### src/rtl/pit_pkg.sv
// Shared types and helpers for the PIT prescale sequencing logic.
package pit_pkg;

  localparam int unsigned PIT_DIV_W = 4;

  // Largest legal divisor code in decade encoding.
  localparam logic [PIT_DIV_W-1:0] PIT_DEC_MAX_DIV = PIT_DIV_W'(8);

  typedef enum logic [1:0] {
    IDLE   = 2'd0,
    RUN    = 2'd1,
    SWITCH = 2'd2,
    HALT   = 2'd3
  } pit_psc_state_e;

  // Clamp a written divisor code to the legal range of the active encoding.
  function automatic logic [PIT_DIV_W-1:0] pit_clamp_div(
    input logic [PIT_DIV_W-1:0] code,
    input logic                 decade
  );
    logic [PIT_DIV_W-1:0] res;
    res = code;
    if (decade && (code > PIT_DEC_MAX_DIV)) res = PIT_DEC_MAX_DIV;
    return res;
  endfunction

endpackage

### src/rtl/pit_div_shadow.sv
// Shadow divisor register with pending flag; holds a divisor written while
// the prescaler runs until the controller applies it at a rollover.
module pit_div_shadow
  import pit_pkg::*;
#(
  parameter bit DECADE_CNTR = 1'b1
) (
  input  logic                 bus_clk,
  input  logic                 async_rst_b,
  input  logic                 sync_reset,
  input  logic                 load,
  input  logic                 apply,
  input  logic [PIT_DIV_W-1:0] wdata,
  output logic                 pending,
  output logic [PIT_DIV_W-1:0] wdata_clamped_c,
  output logic [PIT_DIV_W-1:0] apply_data_c
);

  logic [PIT_DIV_W-1:0] shadow;

  assign wdata_clamped_c = pit_clamp_div(wdata, DECADE_CNTR);
  // A write landing on the applying tick wins over the stored shadow.
  assign apply_data_c    = load ? wdata_clamped_c : shadow;

  // Shadow value and pending flag; apply always consumes the pending request.
  always_ff @(posedge bus_clk or negedge async_rst_b) begin
    if (!async_rst_b) begin
      shadow  <= '0;
      pending <= 1'b0;
    end else if (sync_reset) begin
      shadow  <= '0;
      pending <= 1'b0;
    end else begin
      if (load) shadow <= wdata_clamped_c;
      if (apply)     pending <= 1'b0;
      else if (load) pending <= 1'b1;
    end
  end

endmodule

### src/rtl/pit_psc_ctrl.sv
// PIT prescale sequencing controller: FSM, divisor hand-off and tick counter.
// Optional burst mode is built when PIT_PSC_BURST_EN is defined.
module pit_psc_ctrl
  import pit_pkg::*;
#(
  parameter int unsigned DECADE_CNTR = 1,
  parameter int unsigned TICK_W      = 16,
  parameter int unsigned BURST_W     = 8
) (
  input  logic                 bus_clk,
  input  logic                 async_rst_b,
  input  logic                 sync_reset,
  input  logic                 start,
  input  logic                 stop,
  input  logic                 div_wr,
  input  logic [PIT_DIV_W-1:0] div_wdata,
  input  logic                 prescale_out,
  input  logic [BURST_W-1:0]   burst_len,
  output logic                 cnt_sync_o,
  output logic [PIT_DIV_W-1:0] divisor,
  output logic                 div_pending,
  output logic                 busy,
  output logic [TICK_W-1:0]    tick_count,
  output logic                 burst_done
);

  pit_psc_state_e       state, state_nxt;
  logic                 tick_c;
  logic                 load_c;
  logic                 apply_c;
  logic                 idle_wr_c;
  logic                 start_c;
  logic                 burst_end_c;
  logic [PIT_DIV_W-1:0] wdata_clamped_c;
  logic [PIT_DIV_W-1:0] apply_data_c;

  // Prescale_out is only meaningful while the prescaler is enabled.
  assign tick_c = prescale_out & cnt_sync_o;

  pit_div_shadow #(
    .DECADE_CNTR (DECADE_CNTR != 0)
  ) u_shadow (
    .bus_clk         (bus_clk),
    .async_rst_b     (async_rst_b),
    .sync_reset      (sync_reset),
    .load            (load_c),
    .apply           (apply_c),
    .wdata           (div_wdata),
    .pending         (div_pending),
    .wdata_clamped_c (wdata_clamped_c),
    .apply_data_c    (apply_data_c)
  );

  // Next-state and divisor routing decisions.
  always_comb begin
    state_nxt = state;
    load_c    = 1'b0;
    apply_c   = 1'b0;
    idle_wr_c = 1'b0;
    start_c   = 1'b0;
    unique case (state)
      IDLE: begin
        idle_wr_c = div_wr;
        if (start && !stop) begin
          state_nxt = RUN;
          start_c   = 1'b1;
        end
      end
      RUN: begin
        load_c = div_wr;
        if (burst_end_c) begin
          state_nxt = IDLE;
          apply_c   = div_pending || div_wr;
        end else begin
          apply_c = tick_c && div_pending;
          if (stop)         state_nxt = HALT;
          else if (apply_c) state_nxt = SWITCH;
        end
      end
      SWITCH: begin
        load_c    = div_wr;
        state_nxt = RUN;
      end
      HALT: begin
        load_c = div_wr;
        if (tick_c) begin
          state_nxt = IDLE;
          apply_c   = div_pending || div_wr;
        end
      end
      default: state_nxt = IDLE;
    endcase
  end

  // State register, registered outputs and tick counter.
  always_ff @(posedge bus_clk or negedge async_rst_b) begin
    if (!async_rst_b) begin
      state      <= IDLE;
      cnt_sync_o <= 1'b0;
      busy       <= 1'b0;
      divisor    <= '0;
      tick_count <= '0;
    end else if (sync_reset) begin
      state      <= IDLE;
      cnt_sync_o <= 1'b0;
      busy       <= 1'b0;
      divisor    <= '0;
      tick_count <= '0;
    end else begin
      state      <= state_nxt;
      cnt_sync_o <= (state_nxt == RUN) || (state_nxt == HALT);
      busy       <= (state_nxt != IDLE);
      if (apply_c)        divisor <= apply_data_c;
      else if (idle_wr_c) divisor <= wdata_clamped_c;
      if (start_c) tick_count <= '0;
      else if (tick_c && ((state == RUN) || (state == HALT)))
        tick_count <= tick_count + TICK_W'(1);
    end
  end

`ifdef PIT_PSC_BURST_EN
  logic [BURST_W-1:0] burst_len_q;
  logic [BURST_W-1:0] burst_cnt;

  assign burst_end_c = (state == RUN) && tick_c && (burst_len_q != '0) &&
                       (burst_cnt == (burst_len_q - BURST_W'(1)));

  // Burst length latch, tick-in-burst counter and end-of-burst pulse.
  always_ff @(posedge bus_clk or negedge async_rst_b) begin
    if (!async_rst_b) begin
      burst_len_q <= '0;
      burst_cnt   <= '0;
      burst_done  <= 1'b0;
    end else if (sync_reset) begin
      burst_len_q <= '0;
      burst_cnt   <= '0;
      burst_done  <= 1'b0;
    end else begin
      burst_done <= burst_end_c;
      if (start_c) begin
        burst_len_q <= burst_len;
        burst_cnt   <= '0;
      end else if (tick_c && (state == RUN)) begin
        burst_cnt <= burst_cnt + BURST_W'(1);
      end
    end
  end
`else
  logic unused_burst_len;

  // Burst mode absent: length ignored, never ends a run on its own.
  assign unused_burst_len = ^burst_len;
  assign burst_end_c      = 1'b0;
  assign burst_done       = 1'b0;
`endif

endmodule

### config.mk
export PLATFORM = sky130hd
export DESIGN_NAME = pit_psc_ctrl
export DESIGN_NICKNAME = d
export VERILOG_FILES = /design/src/rtl/pit_pkg.sv /design/src/rtl/pit_div_shadow.sv /design/src/rtl/pit_psc_ctrl.sv
export SDC_FILE = /design/constraint.sdc
export NUM_CORES = 1
export LEC_CHECK = 0
export ABC_AREA = 1
export BUFFER_PORTS_ARGS = -buffer_cell sky130_fd_sc_hd__buf_4
export CAP_MARGIN = 0
export CORE_MARGIN = 2
export CORE_UTILIZATION = 40
export DETAILED_ROUTE_END_ITERATION = 16
export PLACE_DENSITY = 0.75
export SYNTH_ARGS = -nofsm -noshare
export SYNTH_HDL_FRONTEND = slang
export SYNTH_SLANG_ARGS = --single-unit
### constraint.sdc
create_clock -name bus_clk -period 2.5 [get_ports bus_clk]
set_clock_uncertainty 0.05 [all_clocks]
set_input_delay 0.5 -clock bus_clk [delete_from_list [all_inputs] [get_ports bus_clk]]
set_output_delay 0.5 -clock bus_clk [all_outputs]
set_load 0.05 [all_outputs]
Yosys cells after proc, flatten, opt, wreduce, memory -nomap -nowiden:

Index checks and enable logic that the tools add are counted.

* register bits: 29
* bits of input ports: 19
* output and inout bits: 24
* logic and storage cells: 54

* $add $sub $neg: 1
* magnitude comparators: 1
* equality and inequality tests: 5
* muxes and demuxes: 26
* bitwise operators: 1
* reduce and logical (&&, ||, !) cells: 13

Operator list (number)
* $mux W16: 3
* $mux W4: 6
* $add A16 B1 Y16 const B: 1
* $mux W1: 10
* $mux W2: 5
* $reduce_bool A3 Y1: 3
* $pmux W2 S4: 1
* $eq A2 B2 Y1 const B: 3
* $eq A2 B1 Y1 const B: 2
* $gt A4 B4 Y1 const B: 1
* $logic_and A1 B1 Y1: 3
* $logic_or A1 B1 Y1: 3
* $reduce_or A3 Y1: 1
* $logic_not A2 Y1: 1
* $pmux W1 S2: 1
* $reduce_bool A2 Y1: 1
* $and A1 B1 Y1: 1
* $logic_not A1 Y1: 1

Depth between registers and ports, before layout:

Gate-level depths: netlist of run 1.

* word-level depth: 8
* mapped depth: 9

Hierarchy:

Synthesis of run 1 repeated with hierarchy kept, for this count alone.

* cell total of the unflattened synthesis: 228
* area, all modules: 1590.3 sq um

By module, submodules not included
* pit_psc_ctrl: times used 1, cells each 194, area each 1345.0 sq um
* pit_div_shadow: times used 1, cells each 34, area each 245.2 sq um

Least setup slack after synthesis of run 1:

Ideal clock, no wire load.

* path kind: flip-flop to flip-flop
* from: reg tick_count[1]
* to: reg tick_count[12]
* arrival time: 1542 ps
* required time: 2329 ps
* slack: 787 ps
* cell stages (with the launch flop): 9
* path buffers: 0
* path through: dfrtp_1 > ha_1 > nand2_1 > nor2_1 > nand2_1 > nor2_1 > nand3_1 > nand2_1 > nor2_1

* word-level cells in the longest chain between the ends: 4

RTL lines
* from (decl): line pit_psc_ctrl.sv:23 `output logic [TICK_W-1:0] tick_count,`
* from (signal assigned): line pit_psc_ctrl.sv:117 `tick_count <= tick_count + TICK_W'(1);`
* $add A16 B1 Y16: line pit_psc_ctrl.sv:117
* $mux W16: line pit_psc_ctrl.sv:116 `else if (tick_c && ((state == RUN) || (state == HALT)))`
* $mux W16: line pit_psc_ctrl.sv:115 `if (start_c) tick_count <= '0;`
* $mux W16: line pit_psc_ctrl.sv:103 `end else if (sync_reset) begin`

Every way passes these cells. The select of a mux whose other input is x is not followed.
A chain may end at the register's enable or synchronous reset.

Final worst setup path of run 1:

* from: reg tick_count[8]
* to: out tick_count[8]

No word-level cell between the ends.

==> impl_metrics.tcl, run 1 <==
set metrics [dict create \
    status "finished, final reports clean" \
    initial_core_util_pct 41.8 \
    n_antenna_cell 0 \
    p_comb_share_pct 19.4 \
    drive_gt1_share_pct 18.5 \
    seq_area_frac_synth_pct 45.5 \
    io_buffers 33 \
    ys_ff_latch 28 \
    firstDrtPassIters 4 \
    crit_path_end_kind "primary output" \
    crit-reg2reg-launch "tick_count[1]" \
    clock-sinks 28 \
    p_sw_uw 263 \
    yosysWarnings 0 \
    cpMaxStageDelayCell "dfrtp_1" \
    grt_remaining_overflow 0 \
    wl_um 3310 \
    place_area_mm2 0.00183 \
    fin_tns_setup_ns 0 \
    dp_hpwl_um 2480 \
    cp_max_fo 8 \
    first_global_vias 1345 \
    slew_violations 0 \
    ios 43 \
    grt_pass1_wl_um 5830 \
    die_area_mm2 0.00437 \
    die_y_um 66.1 \
    coreArea_mm2 0.00369 \
    antenna_found_initial 0 \
    clk_pin_slew_ns 0.09 \
    ant_nets 0 \
    synthesis.area_mm2 0.00154 \
    htreeDepth 1 \
    setup_viol 0 \
    wl_per_cell_um 10.9 \
    drc 0 \
    synth_cell_type_count 20 \
    cp-startpoint "tick_count[8]" \
    nets 276 \
    p_seq_share_pct 54.0 \
    design_area_mm2 0.00187 \
    critPathKind "reg -> out" \
    p_per_area_mw_per_mm2 478 \
    tritoncts "built" \
    grt_max_degree 29 \
    die_x_um 66.1 \
    cts_inserted_buffers 3 \
    cts_resized 0 \
    ir_drop_mv 0.343 \
    root_buffer "clkbuf_8" \
    synth.avg_cell_area_um2 6.98 \
    p_int_uw 630 \
    row_count 22 \
    syn_nets 241 \
    globalplace.congestion 0.862 \
    post_drt_via_cell_ratio 4.80 \
    clk_latency_ns 0.26 \
    drv_cap 0 \
    period_share_pct 63.0 \
    clkPwrFrac_pct 26.6 \
    timing.final.crit_period_ns 1.57 \
    synth_top_area_share_pct 45.5 \
    syn_inst 221 \
    synth_area_leaders "dfrtp_1 45%, nand2_1 17%, nor2_1 7.8%" \
    crit_arrival_ns 1.02 \
    hold_class "in -> async" \
    startpoint_type "register" \
    fin_hold_ws_ns 0.0845 \
    report.final.hold_viol_count 0 \
    ctsHoldBuffers 0 \
    yosysTopAreaCell "dfrtp_1" \
    required_ns 1.95 \
    clk_path_buf_depth 2 \
    path_buf_inv 1 \
    area_growth_pct 21.3 \
    fin_ws_ns 0.926 \
    p_sw_share_pct 29.5 \
    max_freq_mhz 635 \
    slowest_delay_ns 0.50 \
    pre_cts_ws_ns 0.866 \
    drt_iter0_markers 56 \
    crit_family "flip-flops" \
    gr-usage-all-layers_pct 16.9 \
    grt_setup_unrepaired "false" \
    p_leak_nw 0.991 \
    crit_path_cell_trace "buf_4" \
    via_count 1451 \
    post_cts_buffers 0 \
]
-- registers in the layout, indices dropped and copies added (netlist names) --
signal / cells
u_shadow.pending: 1
tick_count: 16
divisor: 4
state: 2
u_shadow.shadow: 4
busy: 1
-- power groups by stage --
stage               Combinational [mW]  Sequential [mW]  Clock (mW)
finish                           0.173            0.482       0.238
global route                     0.191            0.485       0.268
CTS                              0.175            0.482       0.251
detailed placement               0.175            0.491           0
global placement                 0.174            0.491           0
floorplan                       0.0754            0.534           0
-- through the flow --
stage / total power, mW / util, % / cells
floorplan: 0.609 / - / 221
global placement: 0.665 / 49.6 / 299
detailed placement: 0.666 / 49.6 / 299
CTS: 0.909 / 50.7 / 302
global route: 0.945 / 50.7 / 302
finish: 0.893 / 50.7 / 302
-- placed cells by master, fill, tap and decap left out, types with 2 or more instances in the layout --
master,Yosys,routed
nand2_1,69,69
buf_4,2,33
nor2_1,32,32
inv_1,30,30
dfrtp_1,28,28
nand3_1,16,16
a21oi_1,13,13
o21ai_0,7,7
o21ai_1,5,5
nand2_2,3,3
nand4_1,3,3
clkbuf_8,0,3
inv_2,2,2
nand3_2,2,2
nor3_1,2,2
nor2_2,2,2
-- kinds of logic after synthesis --
logic type | synth area share, %
flops | 45.5
compound gates | 8.68
other cells | 0.243
fa+ha+maj | 0.812
simple gates | 35.7
buf+inv | 9.09
-- synthesized netlist by cell type (all sizes together) --
master,instances
nand2,72
nor2,35
inv,32
dfrtp,28
nand3,18
a21oi,13
o21ai,13
buf,3
nand4,3
nor3,2
conb,1
ha,1
-- area by class of cell --
class | count | area (µm²)
tap | 48 | 60.1
clock buffer | 3 | 41.3
sequential | 28 | 701
timing repair buffer | 33 | 248
fill | 385 | 1820
multi-input combinational | 158 | 701
inverter | 32 | 120
-- layer usage --
metal / global-route usage [%] / wire length, µm
met1: 25.1 / 1660
met2: 25.6 / 1480
met3: 2.21 / 145
met4: 5.36 / 27
met5: 0 / 0
-- path summary, 6_finish.rpt --
path                                      end  depth (start not counted)  slack, ns
max                             tick_count[8]                          1       0.93
min                        u_shadow.shadow[2]                          1       0.08
max reg2reg                    tick_count[12]                          8       0.96
min reg2reg                        divisor[0]                          2       0.45
max in group asynchronous  u_shadow.shadow[3]                          1       2.06
min in group bus_clk               divisor[0]                          2       0.45
Note: power is estimated with default switching activity, not from simulation.
==> inputs of run 2 (changes only) <==
--- a/config.mk
+++ b/config.mk
@@ -5,13 +5,13 @@
 export SDC_FILE = /design/constraint.sdc
 export NUM_CORES = 1
 export LEC_CHECK = 0
-export ABC_AREA = 1
+export ABC_AREA = 0
 export BUFFER_PORTS_ARGS = -buffer_cell sky130_fd_sc_hd__buf_4
 export CAP_MARGIN = 0
 export CORE_MARGIN = 2
 export CORE_UTILIZATION = 40
 export DETAILED_ROUTE_END_ITERATION = 16
-export PLACE_DENSITY = 0.75
+export PLACE_DENSITY = 0.78
 export SYNTH_ARGS = -nofsm -noshare
 export SYNTH_HDL_FRONTEND = slang
 export SYNTH_SLANG_ARGS = --single-unit
==> constraint.sdc (replaced) <==
create_clock -name bus_clk -period 1.3 [get_ports bus_clk]
set_clock_uncertainty 0.05 [all_clocks]
set_input_delay 0.26 -clock bus_clk [delete_from_list [all_inputs] [get_ports bus_clk]]
set_output_delay 0.26 -clock bus_clk [all_outputs]
set_load 0.05 [all_outputs]
==> impl_metrics.tcl, run 2 <==
set metrics [dict create \
    status "finished with violations" \
    violations "setup timing" \
    crit_path_cell_trace "nand3_4 -> or4_4 -> or4b_4 -> a21oi_2" \
    syn_inst 149 \
    wl_per_cell_um 15.3 \
    drt_iter0_markers 69 \
    cpMaxStageDelayCell "or4_4" \
    seq_area_frac_synth_pct 49.1 \
    multiInputGateArea_um2 852 \
    fin_hold_ws_ns 0.0958 \
    crit_family "simple AND/OR/NAND/NOR gates" \
    post_drt_via_cell_ratio 5.14 \
    clk_latency_ns 0.33 \
    antenna_found_initial 0 \
    fin_cells 281 \
    mostFrequentLayoutCell "buf_4" \
    ios 43 \
    ys_ff_latch 28 \
    clock-sinks 28 \
    critPathKind "reg -> reg" \
    ant_nets 0 \
    drc 0 \
    ff_latch_area_um2 713 \
    drv_cap 0 \
    io_buffers 33 \
    coreArea_mm2 0.00339 \
    required_ns 1.53 \
    via_count 1443 \
    die_y_um 63.7 \
    dp.cells 258 \
    hold_class "in -> reg" \
    async_flop_share_pct 100 \
    root_buffer "clkbuf_4" \
    setup_viol 40 \
    dp_hpwl_um 2540 \
    largestRegisters "tick_count: 16 flops, divisor: 4 flops, u_shadow.shadow: 4 flops" \
    grt_setup_unrepaired "true" \
    globalplace.congestion 0.799 \
    synth_cell_type_count 38 \
    design_area_mm2 0.00259 \
    synth_top_area_share_pct 49.1 \
    yosysMostFrequentCell "dfrtp_1" \
    initial_core_util_pct 42.1 \
    synthesis.area_mm2 0.00143 \
    pre_cts_ws_ns -0.475 \
    crit_arrival_ns 1.99 \
    grt_pass1_wl_um 6930 \
    crit_path_end_kind "register" \
    clk_pin_slew_ns 0.16 \
    ir_drop_mv 0.492 \
    first_global_vias 1478 \
    startpoint_type "register" \
    p_per_area_mw_per_mm2 771 \
    period_share_pct 136 \
    nFillCells 220 \
    n_antenna_cell 0 \
    clk_path_buf_depth 2 \
    cts_inserted_buffers 3 \
    netlist_top_cells_count "28 x dfrtp_1, 24 x nor2_1, 10 x a21oi_1, 10 x nand2_1, 6 x xnor2_1" \
    htreeDepth 1 \
    slowest_delay_ns 0.54 \
    syn_nets 169 \
    synth_edf_count 0 \
    slew_violations 0 \
    synth_area_leaders "dfrtp_1 49%, nor2_1 6.3%, xnor2_1 3.7%" \
    tritoncts "built" \
    firstDrtPassIters 4 \
    die_area_mm2 0.00406 \
    die_x_um 63.7 \
    area_growth_pct 81.5 \
    drive_gt1_share_pct 57.4 \
    path_buf_inv 0 \
    grt_max_degree 29 \
    post-route-util_pct 76.4 \
    fin_ws_ns -0.463 \
    cp_max_fo 2 \
    top_register "tick_count" \
    max_freq_mhz 567 \
    gr-usage-all-layers_pct 21.8 \
    row_count 21 \
    layout_common_cells "48 x buf_4, 25 x buf_6, 20 x nor2_1" \
    largest_reg_flops 16 \
    nets 256 \
    timing.final.crit_period_ns 1.76 \
    grt_remaining_overflow 0 \
    synth_flop_cell "dfrtp_1" \
    synth.avg_cell_area_um2 9.57 \
    wl_um 4290 \
    p_leak_nw 1.19 \
    place_area_mm2 0.00200 \
    yosysWarnings 0 \
    yosysTopAreaCell "dfrtp_1" \
    report.final.hold_viol_count 0 \
]
## run 2: cell count changes after synthesis, moves of 4 or more
cell / delta
nand2_1: -59
inv_1: -25
nand3_1: -11
nor2_1: -8
xnor2_1: +6
mux2i_1: +5
or3_1: +5
clkbuf_1: +4
nor2b_1: +4
o21ai_1: -4
## run 2: cell families (layout without fill, tap and decap cells)
| family | Yosys count | in the layout | synth area share, % |
|---|---|---|---|
| buffers and inverters | 12 | 98 | 4.21 |
| DFF | 28 | 28 | 49.1 |
| muxes | 5 | 5 | 3.51 |
| and+or+nand+nor | 66 | 66 | 24.1 |
| xor gates and xnor gates | 8 | 8 | 4.91 |
| adders and majority gates | 1 | 1 | 0.877 |
| AOI/OAI and AO/OA | 28 | 28 | 13.0 |
| other | 1 | 1 | 0.263 |
## run 2: metrics by stage
| stage | total power [mW] | TNS, ns |
|---|---|---|
| 2_1_floorplan | 1.13 | -10.78 |
| 4_1_cts | 1.95 | -7.65 |
| 5_1_grt | 2.09 | -10.12 |
| 6_report | 2.00 | -8.16 |
| 3_3_place_gp | 1.28 | -4.38 |
| 3_5_place_dp | 1.28 | -4.74 |
## run 2: worst paths after layout
path                                          from            endpoint  slack [ns]  cells after the start
worst min-delay path                    sync_reset    u_shadow.pending         0.1                      2
min in group asynchronous              async_rst_b       tick_count[5]        0.32                      2
worst max-delay path                 tick_count[2]      tick_count[15]       -0.46                      4
max in group asynchronous              async_rst_b    u_shadow.pending        0.59                      2
worst min register to register  u_shadow.shadow[1]  u_shadow.shadow[1]        0.50                      2
worst max register to register       tick_count[2]      tick_count[15]       -0.46                      4
## run 2: timing repair
item,CTS,global route
hold endpoints to repair,28,0
setup buffers,10,14
hold buffers,1,0
pin swaps,16,5
endpoints found under the setup margin,41,49
cloned,1,0
resized for setup,68,26
## run 2: final cells by class
cell class                      instances  share of cell area [%]
Sequential cell                        28                    27.5
Timing Repair Buffer                   89                    34.6
Multi-Input combinational cell        109                    32.9
Inverter                                5                   0.725
Clock inverter                          1                    1.16
Tap cell                               46                    2.22
Clock buffer                            3                   0.870
## run 2: layer usage
metal / vias up / wire (µm) / track usage [%]
met5: - / 0 / 0
met4: 0 / 14 / 5.71
met3: 2 / 109 / 2.50
met2: 32 / 2360 / 39.5
met1: 715 / 1800 / 27.4
li1: 694 / - / -
## run 2: power breakdown
part / total [mW] / switching, mW / internal [mW] / leakage, nW
combinational: 0.487 / 0.260 / 0.227 / 0.791
sequential: 0.922 / 0.0222 / 0.900 / 0.368
clock: 0.587 / 0.275 / 0.312 / 0.0279
total: 2.00 / 0.557 / 1.44 / 1.19
